File: config.mk
export PLATFORM = sky130hd
export DESIGN_NAME = uart_colour_rx
export DESIGN_NICKNAME = d
export VERILOG_FILES = /design/src/rtl/uart_colour_rx.sv
export SDC_FILE = /design/constraint.sdc
export NUM_CORES = 1
export LEC_CHECK = 0
export ABC_AREA = 0
export CAP_MARGIN = 0
export CORE_MARGIN = 2
export CORE_UTILIZATION = 50
export DETAILED_ROUTE_END_ITERATION = 16
export PLACE_DENSITY = 0.69
export SKIP_CTS_REPAIR_TIMING = 1
export SLEW_MARGIN = 20
export SYNTH_ARGS = -nofsm -noshare
export SYNTH_HDL_FRONTEND = slang
export SYNTH_SLANG_ARGS = --single-unit
File: constraint.sdc
create_clock -name Clock -period 4.4 [get_ports Clock]
set_input_delay 0.44 -clock Clock [delete_from_list [all_inputs] [get_ports Clock]]
set_output_delay 0.44 -clock Clock [all_outputs]
set_load 0.01 [all_outputs]
File: src/rtl/uart_colour_rx.sv
// uart_colour_rx
//   UART receiver (8N1, LSB first) plus frame parser for the LED colour path.
//   A frame is SYNC_BYTE, R, G, B (and a checksum byte CK when the build macro
//   UART_COLOUR_CHECKSUM_EN is defined; CK = SYNC_BYTE ^ R ^ G ^ B). A finished
//   frame is held as pending until the driver is ready, then presented on
//   o_Colour as {G,R,B} together with a one-cycle o_Start strobe.
//
// Ports
//   Clock       system clock
//   Reset       asynchronous reset, active-high
//   i_Rx        UART serial input, asynchronous to Clock
//   i_LedReady  downstream driver ready (level)
//   o_Colour    colour word {G,R,B}, changes only with o_Start
//   o_Start     one-cycle strobe, o_Colour valid
//   o_Pending   a complete frame is waiting for i_LedReady
//   o_FrameErr  one-cycle pulse: bad stop bit, inter-byte timeout, bad checksum
//   o_Overrun   one-cycle pulse: pending colour replaced before it was sent
module uart_colour_rx #(
  parameter int         CLKS_PER_BIT = 417,
  parameter int         TIMEOUT_BITS = 20,
  parameter logic [7:0] SYNC_BYTE    = 8'hA5
) (
  input  logic        Clock,
  input  logic        Reset,
  input  logic        i_Rx,
  input  logic        i_LedReady,
  output logic [23:0] o_Colour,
  output logic        o_Start,
  output logic        o_Pending,
  output logic        o_FrameErr,
  output logic        o_Overrun
);

  localparam int CW       = $clog2(CLKS_PER_BIT);
  localparam int TO_LIMIT = TIMEOUT_BITS * CLKS_PER_BIT;
  localparam int TW       = $clog2(TO_LIMIT + 1);
  localparam logic [CW-1:0] HALF_M1 = CW'(CLKS_PER_BIT / 2 - 1);
  localparam logic [CW-1:0] FULL_M1 = CW'(CLKS_PER_BIT - 1);
  localparam logic [TW-1:0] TO_END  = TW'(TO_LIMIT);

  typedef enum logic [1:0] {B_IDLE, B_START, B_DATA, B_STOP} bit_state_t;
  typedef enum logic [2:0] {F_WAIT_SYNC, F_GET_R, F_GET_G, F_GET_B
`ifdef UART_COLOUR_CHECKSUM_EN
    , F_GET_CK
`endif
  } frame_state_t;

  // Synchroniser plus one history flop for falling-edge detection; all
  // reset to 1 so a reset never looks like a start bit.
  logic r_rx_meta, r_rx_s, r_rx_prev;

  always_ff @(posedge Clock or posedge Reset) begin
    if (Reset) begin
      r_rx_meta <= 1'b1;
      r_rx_s    <= 1'b1;
      r_rx_prev <= 1'b1;
    end else begin
      r_rx_meta <= i_Rx;
      r_rx_s    <= r_rx_meta;
      r_rx_prev <= r_rx_s;
    end
  end

  // ---------------- bit FSM ----------------
  bit_state_t      r_bit_state;
  logic [CW-1:0]   r_clk_cnt;
  logic [2:0]      r_bit_cnt;
  logic [7:0]      r_shift;
  logic            r_byte_valid;
  logic            r_stop_err;

  always_ff @(posedge Clock or posedge Reset) begin
    if (Reset) begin
      r_bit_state  <= B_IDLE;
      r_clk_cnt    <= '0;
      r_bit_cnt    <= '0;
      r_shift      <= '0;
      r_byte_valid <= 1'b0;
      r_stop_err   <= 1'b0;
    end else begin
      r_byte_valid <= 1'b0;
      r_stop_err   <= 1'b0;
      case (r_bit_state)
        B_IDLE: begin
          r_clk_cnt <= '0;
          r_bit_cnt <= '0;
          if (r_rx_prev && !r_rx_s) r_bit_state <= B_START;
        end
        B_START: begin
          if (r_clk_cnt == HALF_M1) begin
            r_clk_cnt   <= '0;
            // Line back high at mid start bit: a glitch, drop it quietly.
            r_bit_state <= r_rx_s ? B_IDLE : B_DATA;
          end else begin
            r_clk_cnt <= r_clk_cnt + CW'(1);
          end
        end
        B_DATA: begin
          if (r_clk_cnt == FULL_M1) begin
            r_clk_cnt <= '0;
            r_shift   <= {r_rx_s, r_shift[7:1]};
            r_bit_cnt <= r_bit_cnt + 3'd1;
            if (r_bit_cnt == 3'd7) r_bit_state <= B_STOP;
          end else begin
            r_clk_cnt <= r_clk_cnt + CW'(1);
          end
        end
        B_STOP: begin
          if (r_clk_cnt == FULL_M1) begin
            r_clk_cnt   <= '0;
            r_bit_state <= B_IDLE;
            if (r_rx_s) r_byte_valid <= 1'b1;
            else        r_stop_err   <= 1'b1;
          end else begin
            r_clk_cnt <= r_clk_cnt + CW'(1);
          end
        end
        default: r_bit_state <= B_IDLE;
      endcase
    end
  end

  // ---------------- frame FSM and output handshake ----------------
  frame_state_t  r_frame_state;
  logic [7:0]    r_sh_r, r_sh_g;
`ifdef UART_COLOUR_CHECKSUM_EN
  logic [7:0]    r_sh_b;
`endif
  logic [23:0]   r_pend;
  logic [TW-1:0] r_idle_cnt;

  logic        w_in_frame, w_timeout, w_complete, w_ck_bad, w_consume, w_abort;
  logic [23:0] w_new_colour;

  always_comb begin
    w_in_frame = (r_frame_state != F_WAIT_SYNC);
    w_timeout  = w_in_frame && (r_idle_cnt == TO_END);
    w_consume  = o_Pending && i_LedReady;
`ifdef UART_COLOUR_CHECKSUM_EN
    w_new_colour = {r_sh_g, r_sh_r, r_sh_b};
    w_complete   = r_byte_valid && !w_timeout && (r_frame_state == F_GET_CK) &&
                   (r_shift == (SYNC_BYTE ^ r_sh_r ^ r_sh_g ^ r_sh_b));
    w_ck_bad     = r_byte_valid && (r_frame_state == F_GET_CK) &&
                   (r_shift != (SYNC_BYTE ^ r_sh_r ^ r_sh_g ^ r_sh_b));
`else
    w_new_colour = {r_sh_g, r_sh_r, r_shift};
    w_complete   = r_byte_valid && !w_timeout && (r_frame_state == F_GET_B);
    w_ck_bad     = 1'b0;
`endif
    w_abort = r_stop_err || w_timeout || w_ck_bad;
  end

  always_ff @(posedge Clock or posedge Reset) begin
    if (Reset) begin
      r_frame_state <= F_WAIT_SYNC;
      r_sh_r        <= '0;
      r_sh_g        <= '0;
`ifdef UART_COLOUR_CHECKSUM_EN
      r_sh_b        <= '0;
`endif
      r_pend        <= '0;
      r_idle_cnt    <= '0;
      o_Colour      <= '0;
      o_Start       <= 1'b0;
      o_Pending     <= 1'b0;
      o_FrameErr    <= 1'b0;
      o_Overrun     <= 1'b0;
    end else begin
      o_Start    <= 1'b0;
      o_FrameErr <= 1'b0;
      o_Overrun  <= 1'b0;

      // Idle counter only runs inside a frame while the line is between bytes;
      // every received byte (including the one entering GET_R) restarts it.
      if (!w_in_frame || r_byte_valid || w_abort) r_idle_cnt <= '0;
      else if (r_bit_state == B_IDLE)             r_idle_cnt <= r_idle_cnt + TW'(1);

      if (w_consume) begin
        o_Colour <= r_pend;
        o_Start  <= 1'b1;
      end

      // A completion in the same cycle as a consume replaces the value that
      // is being sent, so it is not an overrun and pending stays set.
      if (w_complete) begin
        r_pend    <= w_new_colour;
        o_Pending <= 1'b1;
        o_Overrun <= o_Pending && !w_consume;
      end else if (w_consume) begin
        o_Pending <= 1'b0;
      end

      if (w_abort) begin
        o_FrameErr    <= 1'b1;
        r_frame_state <= F_WAIT_SYNC;
        r_sh_r        <= '0;
        r_sh_g        <= '0;
`ifdef UART_COLOUR_CHECKSUM_EN
        r_sh_b        <= '0;
`endif
      end else if (r_byte_valid) begin
        case (r_frame_state)
          F_WAIT_SYNC: if (r_shift == SYNC_BYTE) r_frame_state <= F_GET_R;
          F_GET_R: begin
            r_sh_r        <= r_shift;
            r_frame_state <= F_GET_G;
          end
          F_GET_G: begin
            r_sh_g        <= r_shift;
            r_frame_state <= F_GET_B;
          end
`ifdef UART_COLOUR_CHECKSUM_EN
          F_GET_B: begin
            r_sh_b        <= r_shift;
            r_frame_state <= F_GET_CK;
          end
          F_GET_CK: r_frame_state <= F_WAIT_SYNC;
`else
          F_GET_B: r_frame_state <= F_WAIT_SYNC;
`endif
          default: r_frame_state <= F_WAIT_SYNC;
        endcase
      end
    end
  end

endmodule
=== After elaboration in Yosys (flattened, before gate mapping) ===
Cells that the tools add are included.

* $add $sub $neg: 3
* Equal/unequal tests: 17
* Multiplexer cells: 35
* Reductions and logical operators: 29

{| class="wikitable"
|+ Operators with widths
! kind !! count
|-
| $mux 8 || 6
|-
| $mux 14 || 2
|-
| $pmux 9 s3 || 1
|-
| $mux 9 || 2
|-
| $add 14x1->14 const B || 1
|-
| $eq 14x14->1 const B || 1
|-
| $mux 2 || 6
|-
| $mux 3 || 4
|-
| $reduce_bool 2->1 || 6
|-
| $mux 1 || 11
|-
| $ne 2x2->1 const B || 5
|-
| $reduce_and 2->1 || 5
|-
| $add 9x1->9 const B || 1
|-
| $eq 9x8->1 const B || 1
|-
| $eq 9x9->1 const B || 1
|-
| $pmux 3 s3 || 1
|-
| $eq 8x8->1 const B || 1
|-
| $pmux 2 s4 || 1
|-
| $eq 3x2->1 const B || 2
|-
| $logic_and 1x1->1 || 6
|-
| $pmux 3 s2 || 1
|-
| $reduce_and 5->1 || 1
|-
| $eq 2x2->1 const B || 2
|-
| $logic_not 1->1 || 4
|-
| other kinds (10) || 12
|}

* Flip-flop bits (word level): 112
* Input bits: 4
* Output and inout port bits: 28
* Word-level logic and storage cells: 103

=== Depth between registers and ports, before layout ===
Gate-level depths: netlist of the first run.

* Depth after elaboration: 6
* Mapped depth: 9
* Gate-level depth less buffers: 6

=== Least setup slack after synthesis of the first run ===
Ideal clock, no wire load.

* Path type: reg-to-reg
* From: reg r_frame_state[0]
* To: reg r_pend[10]
* Setup time: 0.125 ns
* Arrival time: 1.792 ns
* Required time: 4.275 ns
* Slack: 2.483 ns
* Cell stages (with the launch flop): 9
* Path buffers: 2
* Period minus slack after synthesis: 1.917 ns
* Cell sequence: dfrtp_1 > inv_1 > ha_1 > nor4b_2 > nand4_1 > and3_1 > buf_2 > buf_6 > mux2_2

* Cells in the longest elaborated chain, start to end: 5
* Elaborated cells between the ends (all ways): 6
* Those cells by class: eq/ne: 1; reduce/logical: 5

{| class="wikitable"
|+ Ends and longest elaborated chain
! what !! RTL line !! source
|-
| start, declared || 124 || <nowiki>frame_state_t r_frame_state;</nowiki>
|-
| start signal, assigned || 155 || <nowiki>r_frame_state <= F_WAIT_SYNC;</nowiki>
|-
| start signal, assigned || 195 || <nowiki>r_frame_state <= F_WAIT_SYNC;</nowiki>
|-
| start signal, assigned || 203 || <nowiki>F_WAIT_SYNC: if (r_shift == SYNC_BYTE) r_frame_state <= F_GET_R;</nowiki>
|-
| $reduce_bool 3->1 || 136 || <nowiki>w_in_frame = (r_frame_state != F_WAIT_SYNC);</nowiki>
|-
| $logic_and 1x1->1 || 137 || <nowiki>w_timeout = w_in_frame && (r_idle_cnt == TO_END);</nowiki>
|-
| $logic_not 1->1 || 147 || <nowiki>w_complete = r_byte_valid && !w_timeout && (r_frame_state == F_GET_B);</nowiki>
|-
| $logic_and 1x1->1 || 147 ||
|-
| $logic_and 1x1->1 (*) || 147 ||
|-
| end signal, assigned || 186 || <nowiki>r_pend <= w_new_colour;</nowiki>
|-
| end, declared || 129 || <nowiki>logic [23:0] r_pend;</nowiki>
|}

Every way passes the cells marked *; elsewhere a longest branch is shown, timed or not.
A chain may end at the register's enable or synchronous reset.

=== Worst setup path after layout of the first run ===
* From: reg r_frame_state[0]
* To: reg r_idle_cnt[6]

* Cells in the longest elaborated chain, start to end: 5
* Elaborated cells between the ends (all ways): 8
* Those cells by class: mux: 1; reduce/logical: 7

{| class="wikitable"
|+ Ends and longest elaborated chain
! what !! RTL line !! source
|-
| $reduce_bool 3->1 (*) || 136 ||
|-
| $logic_not 1->1 / $logic_and 1x1->1 (equally long branches) || 175, 137 ||
|-
| $logic_or 1x1->1, on equally long branches || 175, 150 ||
|-
| $logic_or 1x1->1 (*) || 175 || <nowiki>if (!w_in_frame || r_byte_valid || w_abort) r_idle_cnt <= '0;</nowiki>
|-
| $mux 14 / $reduce_bool 2->1 (equally long branches) || - ||
|-
| end signal, assigned || 176 || <nowiki>else if (r_bit_state == B_IDLE) r_idle_cnt <= r_idle_cnt + TW'(1);</nowiki>
|-
| end, declared || 130 || <nowiki>logic [TW-1:0] r_idle_cnt;</nowiki>
|}

Marked as above.

==> results of run 1 <==
[cell type report]
cell class                      count  area share (%)
Clock buffer                       10            2.41
Clock inverter                      6            1.18
Inverter                           13            1.02
Multi-Input combinational cell    243            34.2
Sequential cell                   111            52.6
Tap cell                          111            2.63
Timing Repair Buffer               32            6.01
[cell families after synthesis]
logic type,Yosys count
adders and majority gates,10
xor gates and xnor gates,17
and+or+nand+nor,119
buffers and inverters,31
DFF,111
muxes,59
AOI/OAI and AO/OA,38
[cells in the final DEF, fill, tap and decap left out, types with 2 or more instances in the layout]
cell type	instances
dfrtp_1	108
mux2_2	57
nand2_1	33
clkdlybuf4s50_1	31
nand3_1	24
a21oi_1	23
nor2_1	21
inv_1	12
ha_1	10
xor2_1	9
clkbuf_8	9
xnor2_1	8
nand4_1	6
nor2b_1	5
o31ai_1	4
inv_6	4
and4_1	3
or4_1	3
and4bb_2	3
nor3_1	3
o21ai_0	3
dfstp_2	3
nor4_1	2
or3_1	2
nand3b_1	2
nand4b_1	2
a22o_1	2
and3_1	2
[flip-flops by register name, summed over array words and instances (netlist names), named ones only]
register       flops
o_Colour          24
r_pend            24
r_idle_cnt        14
r_clk_cnt          9
r_sh_g             8
r_sh_r             8
r_shift            8
r_bit_cnt          3
r_frame_state      2
o_FrameErr         1
o_Overrun          1
o_Pending          1
o_Start            1
r_bit_state        1
r_byte_valid       1
r_rx_meta          1
r_rx_prev          1
r_rx_s             1
r_stop_err         1
[worst max-delay path: cells and delay by family (launching register included)]
kind	cells	cell delay, ps
and+or+nand+nor	3	890
AOI/OAI and AO/OA	1	630
DFF	1	390
adders and majority gates	1	250
buffers and inverters	1	90
[worst max-delay path by stage]
stage	from	slack, ps	cells after the start	to
after detailed placement	r_frame_state[0]	2000	6	r_idle_cnt[4]
final	r_frame_state[0]	2020	6	r_idle_cnt[6]
after global routing	r_frame_state[0]	1810	6	r_idle_cnt[3]
after CTS	r_frame_state[0]	2000	6	r_idle_cnt[3]
after global placement	r_idle_cnt[1]	1910	6	r_pend[19]
after floorplan	Reset	1030	1	asynchronous set/reset pin
[metal layers]
layer	wire length (µm)	share of wire, %
met5	0	0
met4	40	0.52
met3	227	3.0
met2	3620	47
met1	3780	49
[power breakdown]
group | switching (mW) | leakage [nW] | internal [mW]
clock | 0.366 | 0.0965 | 0.223
sequential | 0.0332 | 1.53 | 1.05
combinational | 0.0525 | 0.829 | 0.0427
total | 0.452 | 2.46 | 1.31
==> key figures, run 1 <==
Drt
  – Routed WL per cell: 14.6 µm
  – DRT iter0 DRCs: 60
  – Drt first pass iters: 4
  – Post-Route WL: 7660 µm
  – DRC Markers: 0
  – Via/cell ratio: 5.41
  – Antenna-violating nets left: 0
  – Via count: 2847

Clock network
  – CTS max path bufs: 2
  – CTS root buf: clkbuf_8
  – Clock Latency Late Sink: 370 ps
  – Htree depth: 3
  – Worst-path clk slew: 110 ps
  – CTS buffer count: 9
  – # clock sinks: 111
  – CTS tree: yes

Synth
  – Post-synth top cells: 108 x dfrtp_1, 57 x mux2_2, 33 x nand2_1, 24 x nand3_1, 23 x a21oi_1
  – Post-synthesis mux area share: 14.0%
  – Area contributors post-synth: dfrtp_1 57%, mux2_2 14%, ha_1 2.6%
  – Simple-Gate Fraction of Synth Area: 13.6%
  – Compound-gate portion of the synthesized area: 4.78%
  – EDFF count, synth: 0
  – Mapped Nets: 399
  – Top-area cell type share of the netlist area: 57.0%
  – Post-synthesis adder-cell area fraction: 2.64%
  – Count of different cell masters after synthesis: 44
  – Seq/Total Area, Yosys: 58.7%
  – Yosys warns: 0
  – Main synth FF type: dfrtp_1
  – Asr flop ratio synth: 100%
  – Most common cell in the netlist: dfrtp_1
  – Cell taking the most area after synthesis: dfrtp_1
  – Post-synthesis xor/xnor area fraction: 3.14%
  – Synth Area per Inst: 12.3 µm²
  – Synth Instances: 385
  – Combinational family with the most area after synthesis: multiplexers
  – Mapped Area: 4740 µm²
  – Seq cells post-synth: 111

Setup path
  – Crit-path cells: inv_1 -> ha_1 -> nor4b_2 -> a41o_1 -> or3_1 -> nor2_1
  – CP Max Fanout: 19
  – Slowest CP cell: a41o_1
  – Worst EP arrival: 2620 ps
  – R2r endpoint: r_idle_cnt[6]
  – Worst setup EP type: flip-flop
  – Critical R2R Launch: r_frame_state[0]
  – WP data required: 4640 ps
  – Crit path launch type: flip-flop
  – Reg2reg setup slack: 2020 ps
  – Crit path largest cell delay: 630 ps
  – Critical setup path kind: flip-flop to flip-flop
  – Worst r2r path cells: 6

Global route
  – Vias in the first global route: 2812
  – First-pass GRT wire length: 13200 µm
  – Busiest grt layer: met2
  – Initial antenna violation count: 0
  – Met1 GRT Util: 21.8%
  – GRT overflow: 0
  – Largest net degree at the start of global routing: 92
  – GRT Overall Usage: 16.1%
  – Met3 Resource Use GR: 4.35%
  – Met2 Use GR: 26.0%

Cells and area
  – Antenna diode count: 0
  – Final Instance Count excl. Fillers: 526
  – Reg area: 2780 µm²
  – Multi-input gate area: 1810 µm²
  – Fill count: 758
  – Design Area, Final: 5290 µm²
  – Fin util: 57.5%
  – # nets final: 424
  – Share of layout cells above drive strength 1: 20.2%
  – Layout overhead on the synthesized area: 11.6%

Timing
  – Final worst-path cycle share: 54.1%
  – Final Setup Violations: 0
  – Final Skew: 15.4 ps
  – RSZ-0062 raised after global routing: no
  – Final min period: 2380 ps
  – WHS: 366 ps
  – F_max: 0.420 GHz
  – Final worst slack: 2020 ps
  – Total negative slack: 0 ps
  – Slew headroom: 33.0%
  – Slew Limit Fails: 0
  – Endpoints failing hold: 0
  – Worst slew pin tran: 1000 ps

Flow run
  – MaxCap Viol Count: 0

Floorplanning
  – Die area: 10300 µm²
  – Row cnt: 35
  – Die Ht: 101 µm
  – Initial core utilization: 51.5%
  – Die Wd: 101 µm
  – # IOs: 32
  – Core box area: 9200 µm²

Placed design
  – Placed Instance Area: 5100 µm²
  – Post-Place Cells: 510
  – Detailed-placement wirelength estimate: 4990 µm
  – IO Port Bufs: 31
  – Pre-CTS setup slack: 2000 ps
  – Routability Congestion: 0.786

Hold path
  – WHS Path Cells: 0
  – Hold endpoint: r_rx_s
  – Hold Crit Start: r_rx_meta
  – Min-delay worst type: flip-flop to flip-flop

Outcome
  – Run status: complete, no violations

Power and ir drop
  – VDD IR-drop max: 0.231 mV
  – P_leak: 2.46 nW
  – Power per Cell Area: 333 nW/µm²
  – Final Power: 1.76 mW
(Power assumes the default switching activity.)
==> run 2: changes to the inputs <==
--- a/config.mk
+++ b/config.mk
@@ -10,7 +10,7 @@
 export CORE_MARGIN = 2
 export CORE_UTILIZATION = 50
 export DETAILED_ROUTE_END_ITERATION = 16
-export PLACE_DENSITY = 0.69
+export PLACE_DENSITY = 0.72
 export SKIP_CTS_REPAIR_TIMING = 1
 export SLEW_MARGIN = 20
 export SYNTH_ARGS = -nofsm -noshare
==> constraint.sdc (replaced) <==
create_clock -name Clock -period 2 [get_ports Clock]
set_input_delay 0.2 -clock Clock [delete_from_list [all_inputs] [get_ports Clock]]
set_output_delay 0.2 -clock Clock [all_outputs]
set_load 0.01 [all_outputs]
==> key figures, run 2 (synthesized netlist as in run 1, its figures left out) <==
Timing
  – Endpoints failing hold: 0 (unchanged)
  – Final Skew: 12.7 ps (-2.71 ps)
  – F_max: 0.513 GHz (+22%)
  – Final Setup Violations: 0 (unchanged)
  – Final worst-path cycle share: 97.5% (+43 points)
  – Final min period: 1950 ps (-430 ps)
  – Worst slew pin tran: 581 ps (-423 ps)
  – Total negative slack: 0 ps (unchanged)
  – Slew headroom: 60.8% (+28 points)
  – Slew Limit Fails: 0 (unchanged)
  – Final worst slack: 50.2 ps (-1970 ps)
  – RSZ-0062 raised after global routing: yes

Clock network
  – Clock Latency Late Sink: 370 ps (about the same)
  – CTS buffer count: 9 (unchanged)
  – Worst-path clk slew: 110 ps (about the same)
  – # clock sinks: 111 (unchanged)
  – Htree depth: 3 (unchanged)
  – CTS max path bufs: 2 (unchanged)
  – CTS root buf: clkbuf_8
  – CTS tree: yes

Hold path
  – Min-delay worst type: input pin to asynchronous set/reset pin

Cells and area
  – Commonest non-fill, non-tap cell in the layout: dfrtp_1
  – Layout overhead on the synthesized area: 16.9%
  – Design Area, Final: 5540 µm² (+4.7%)
  – Commonest non-fill, non-tap cells in the layout: 108 x dfrtp_1, 58 x mux2_2, 33 x nand2_1, 31 x clkdlybuf4s50_1, 24 x nand3_1
  – Biggest regs: o_Colour (24), r_pend (24), r_idle_cnt (14)
  – # nets final: 446 (+5.2%)
  – Antenna diode count: 0 (unchanged)
  – Share of layout cells above drive strength 1: 24.9% (+4.7 points)
  – Fin util: 60.2% (+2.7 points)

Setup path
  – WP data required: 2260 ps (-2380 ps)
  – Crit path launch type: flip-flop
  – Worst setup EP type: flip-flop
  – R2r endpoint: r_pend[8]
  – Worst EP arrival: 2210 ps (-410 ps)
  – Critical R2R Launch: r_frame_state[1]
  – Critical setup path kind: flip-flop to flip-flop
  – Reg2reg setup slack: 50 ps (-1970 ps)
  – CP Max Fanout: 13 (-6)
  – Worst r2r path cells: 7 (+1)

Drt
  – Antenna-violating nets left: 0 (unchanged)
  – Post-Route WL: 7840 µm (+2.3%)
  – DRC Markers: 0 (unchanged)
  – DRT iter0 DRCs: 145 (+140%)
  – Via/cell ratio: 5.43 (+0.27%)
  – Drt first pass iters: 4 (unchanged)
  – Routed WL per cell: 14.3 µm (-1.8%)
  – Via count: 2974 (+4.5%)

Floorplanning
  – Core box area: 9200 µm² (unchanged)
  – # IOs: 32 (unchanged)
  – Die Wd: 101 µm (unchanged)
  – Row cnt: 35 (unchanged)
  – Initial core utilization: 51.5% (unchanged)
  – Die area: 10300 µm² (unchanged)
  – Die Ht: 101 µm (unchanged)

Placed design
  – Pre-CTS setup slack: -62.4 ps (-2060 ps)
  – Routability Congestion: 0.786 (about the same)
  – Placed Instance Area: 5260 µm² (+3.1%)
  – IO Port Bufs: 31 (unchanged)
  – Detailed-placement wirelength estimate: 5460 µm (+9.3%)

Global route
  – First-pass GRT wire length: 13600 µm (+3.1%)
  – Largest net degree at the start of global routing: 53 (-42%)
  – Initial antenna violation count: 0 (unchanged)
  – GRT overflow: 0 (unchanged)
  – Vias in the first global route: 2887 (+2.7%)
  – GRT Overall Usage: 16.5% (+0.45 points)

Power and ir drop
  – VDD IR-drop max: 0.490 mV (+110%)
  – Power per Cell Area: 728 nW/µm² (+120%)
  – P_leak: 2.59 nW (+5.6%)

Outcome
  – Run status: complete, no violations

Flow run
  – MaxCap Viol Count: 0 (unchanged)
==> run 2: cell types whose count changed in the layout (fill, tap and decap cells not counted), sizes merged <==
cell      change
clkinvlp      +1
inv           -1
bufinv        +1
buf          +22
clkbuf        -1
==> run 2: final cells by class <==
cell class / count / area, µm²
fillers: 749 / 3660
flip-flops and latches: 111 / 2780
multi-input cells: 243 / 1830
repair buffers: 54 / 512
well taps: 111 / 139
clock buffers: 9 / 124
clock inverters: 7 / 97.6
inverters: 13 / 52.6
==> run 2: metal layers <==
metal | track usage (%) | routed length [µm] | vias to the layer above
li1 | - | - | 1443
met1 | 22.1 | 3630 | 1490
met2 | 27.3 | 3930 | 34
met3 | 4.83 | 227 | 7
met4 | 3.12 | 48 | 0
met5 | 0 | 0 | -
==> run 2: how the worst max path moves through the flow <==
stage	cells past startpoint	slack (ps)	startpoint	end
final	7	50	r_frame_state[1]	r_pend[8]
after floorplan	8	80	r_frame_state[0]	r_pend[10]
after global routing	7	-10	r_frame_state[0]	r_pend[11]
after CTS	7	-60	r_frame_state[0]	r_pend[11]
after detailed placement	7	-60	r_frame_state[0]	r_pend[11]
after global placement	6	70	r_idle_cnt[9]	r_pend[18]
==> run 2: report_power, final <==
group	switching (mW)	internal (mW)	total, mW	leakage (nW)
Clock	0.812	0.619	1.43	0.111
Combinational	0.126	0.106	0.232	0.953
Sequential	0.0694	2.30	2.37	1.53
Total	1.01	3.02	4.03	2.59
==> run 2: critical path, cell delays in order (launching register included) <==
cell and delay, ps:
dfrtp_1 400, inv_1 100, ha_4 190, nor4b_4 290
nand4_1 190, and3_4 200, buf_4 190, mux2_2 290
==> run 2: through the flow <==
| stage | total power, mW | instances | hold slack (ps) |
|---|---|---|---|
| 2_1_floorplan | 2.57 | 385 | 204 |
| 3_3_place_gp | 2.63 | 528 | 347 |
| 3_5_place_dp | 2.65 | 528 | 352 |
| 4_1_cts | 4.08 | 544 | 143 |
| 5_1_grt | 4.22 | 548 | 152 |
| 6_report | 4.03 | 548 | 147 |
==> run 3: changes to the inputs <==
--- a/config.mk
+++ b/config.mk
@@ -10,6 +10,7 @@
 export CORE_MARGIN = 2
 export CORE_UTILIZATION = 50
 export DETAILED_ROUTE_END_ITERATION = 16
+export GPL_TIMING_DRIVEN = 0
 export PLACE_DENSITY = 0.72
 export SKIP_CTS_REPAIR_TIMING = 1
 export SLEW_MARGIN = 20
==> key figures, run 3 (synthesized netlist as in run 1, its figures left out) <==
Outcome
  – Run status: complete, no violations

Power and ir drop
  – P_leak: 2.61 nW (+0.78%)
  – Final Power: 3.92 mW (-2.8%)
  – Power per Cell Area: 693 nW/µm² (-4.8%)
  – VDD IR-drop max: 0.564 mV (+15%)

Clock network
  – Htree depth: 3 (unchanged)
  – CTS tree: yes
  – CTS root buf: clkbuf_8
  – CTS max path bufs: 2 (unchanged)
  – Worst-path clk slew: 110 ps (about the same)
  – CTS buffer count: 9 (unchanged)
  – Clock Latency Late Sink: 380 ps (about the same)
  – # clock sinks: 111 (unchanged)

Placed design
  – Routability Congestion: 0.797 (+1.4%)
  – Detailed-placement wirelength estimate: 5740 µm (+5.1%)
  – Post-Place Cells: 531 (+0.57%)
  – IO Port Bufs: 31 (unchanged)
  – Pre-CTS setup slack: -149 ps (-86.7 ps)

Drt
  – DRC Markers: 0 (unchanged)
  – DRT iter0 DRCs: 93 (-36%)
  – Antenna-violating nets left: 0 (unchanged)
  – Via count: 3051 (+2.6%)
  – Routed WL per cell: 14.7 µm (+2.9%)
  – Via/cell ratio: 5.50 (+1.3%)
  – Post-Route WL: 8170 µm (+4.2%)
  – Drt first pass iters: 4 (unchanged)

Cells and area
  – Share of layout cells above drive strength 1: 25.0% (+0.057 points)
  – Commonest non-fill, non-tap cell in the layout: dfrtp_1
  – Layout overhead on the synthesized area: 19.4%
  – # nets final: 453 (+1.6%)
  – Commonest non-fill, non-tap cells in the layout: 107 x dfrtp_1, 57 x mux2_2, 33 x nand2_1, 31 x clkdlybuf4s50_1, 24 x nand3_1
  – Final Instance Count excl. Fillers: 555 (+1.3%)
  – Biggest regs: o_Colour (24), r_pend (24), r_idle_cnt (14)
  – Antenna diode count: 0 (unchanged)
  – Fill count: 727 (-2.9%)

Setup path
  – Slowest CP cell: dfrtp_1
  – Crit path buf inv count: 3 (+1)
  – Worst EP arrival: 2210 ps (about the same)
  – Critical path depth: 8 (+1)
  – Worst r2r path cells: 8 (+1)
  – CP Max Fanout: 10 (-3)
  – Crit path launch type: flip-flop
  – Top Family by Delay on Critical Path: simple AND/OR/NAND/NOR gates
  – Critical setup path kind: flip-flop to flip-flop
  – Worst setup EP type: flip-flop
  – CP startpoint: r_frame_state[0]
  – Reg2reg setup slack: 50 ps (about the same)
  – Crit-path cells: inv_2 -> ha_4 -> nor4b_4 -> nand4_1 -> and3_4 -> buf_12 -> clkbuf_16 -> mux2_2
  – R2r endpoint: r_pend[7]
  – Crit path largest cell delay: 410 ps (about the same)
  – WP data required: 2270 ps (about the same)
  – Critical R2R Launch: r_frame_state[0]

Global route
  – GRT Overall Usage: 16.8% (+0.21 points)
  – Largest net degree at the start of global routing: 34 (-36%)
  – First-pass GRT wire length: 13700 µm (+0.91%)
  – Initial antenna violation count: 0 (unchanged)
  – Vias in the first global route: 2936 (+1.7%)
  – GRT overflow: 0 (unchanged)

Hold path
  – Min-delay worst type: input pin to asynchronous set/reset pin

Timing
  – Final worst slack: 51.6 ps (+1.43 ps)
  – Final min period: 1950 ps (-1.43 ps)
  – F_max: 0.513 GHz (about the same)
  – Endpoints failing hold: 0 (unchanged)
  – RSZ-0062 raised after global routing: yes
  – Worst slew pin tran: 615 ps (+34.0 ps)
  – WHS: 194 ps (+46.5 ps)
  – Final Setup Violations: 0 (unchanged)
  – Final worst-path cycle share: 97.4% (about the same)
  – Final Skew: 17.2 ps (+4.51 ps)
  – Slew headroom: 59.0% (-1.7 points)
  – Slew Limit Fails: 0 (unchanged)

Floorplanning
  – Die Wd: 101 µm (unchanged)
  – Die area: 10300 µm² (unchanged)
  – Die Ht: 101 µm (unchanged)
  – Initial core utilization: 51.5% (unchanged)
  – Core box area: 9200 µm² (unchanged)
  – # IOs: 32 (unchanged)
  – Row cnt: 35 (unchanged)

Flow run
  – MaxCap Viol Count: 0 (unchanged)
## run 3: cell count changes in the layout (fill, tap and decap cells not counted), sizes merged
cell      before  now
clkinv         2    3
clkbuf         9   20
clkinvlp       1    2
inv           16   15
buf           23   19
bufinv         1    0
## run 3: per-stage QoR
step | instance area (µm²) | TNS, ps | utilization, %
4_1_cts | 5490 | -3840 | 59.7
3_3_place_gp | 5190 | -63000 | 56.4
2_1_floorplan | 4740 | 0 | -
6_report | 5660 | 0 | 61.5
5_1_grt | 5660 | -157 | 61.5
3_5_place_dp | 5290 | -3220 | 57.6
## run 3: final cells by class
type	instances	area [µm²]	area share (%)
Buffer	17	119	2.10
Clock buffer	9	124	2.19
Clock inverter	7	75.1	1.33
Inverter	13	52.6	0.929
Multi-Input combinational cell	243	1850	32.7
Sequential cell	111	2780	49.2
Tap cell	111	139	2.45
Timing Repair Buffer	44	515	9.11
## run 3: worst max path at each step
| stage | slack [ps] | to |
|---|---|---|
| global route | -20 | r_pend[7] |
| global placement | -570 | o_Colour[23] |
| finish | 50 | r_pend[7] |
| detailed placement | -150 | r_pend[5] |
| floorplan | 80 | r_pend[10] |
| CTS | -160 | r_pend[0] |
## run 3: routing by layer
metal | up-vias | wire length (µm) | track usage [%]
li1 | 1462 | - | -
met1 | 1547 | 3830 | 22.2
met2 | 29 | 4050 | 28.1
met3 | 13 | 146 | 2.90
met4 | 0 | 142 | 5.93
met5 | - | 0 | 0
## run 3: where the power goes
| group | leakage, nW | switching (mW) | internal, mW |
|---|---|---|---|
| sequential | 1.53 | 0.0602 | 2.30 |
| combinational | 0.987 | 0.139 | 0.115 |
| clock | 0.0981 | 0.813 | 0.494 |
| total | 2.61 | 1.01 | 2.91 |
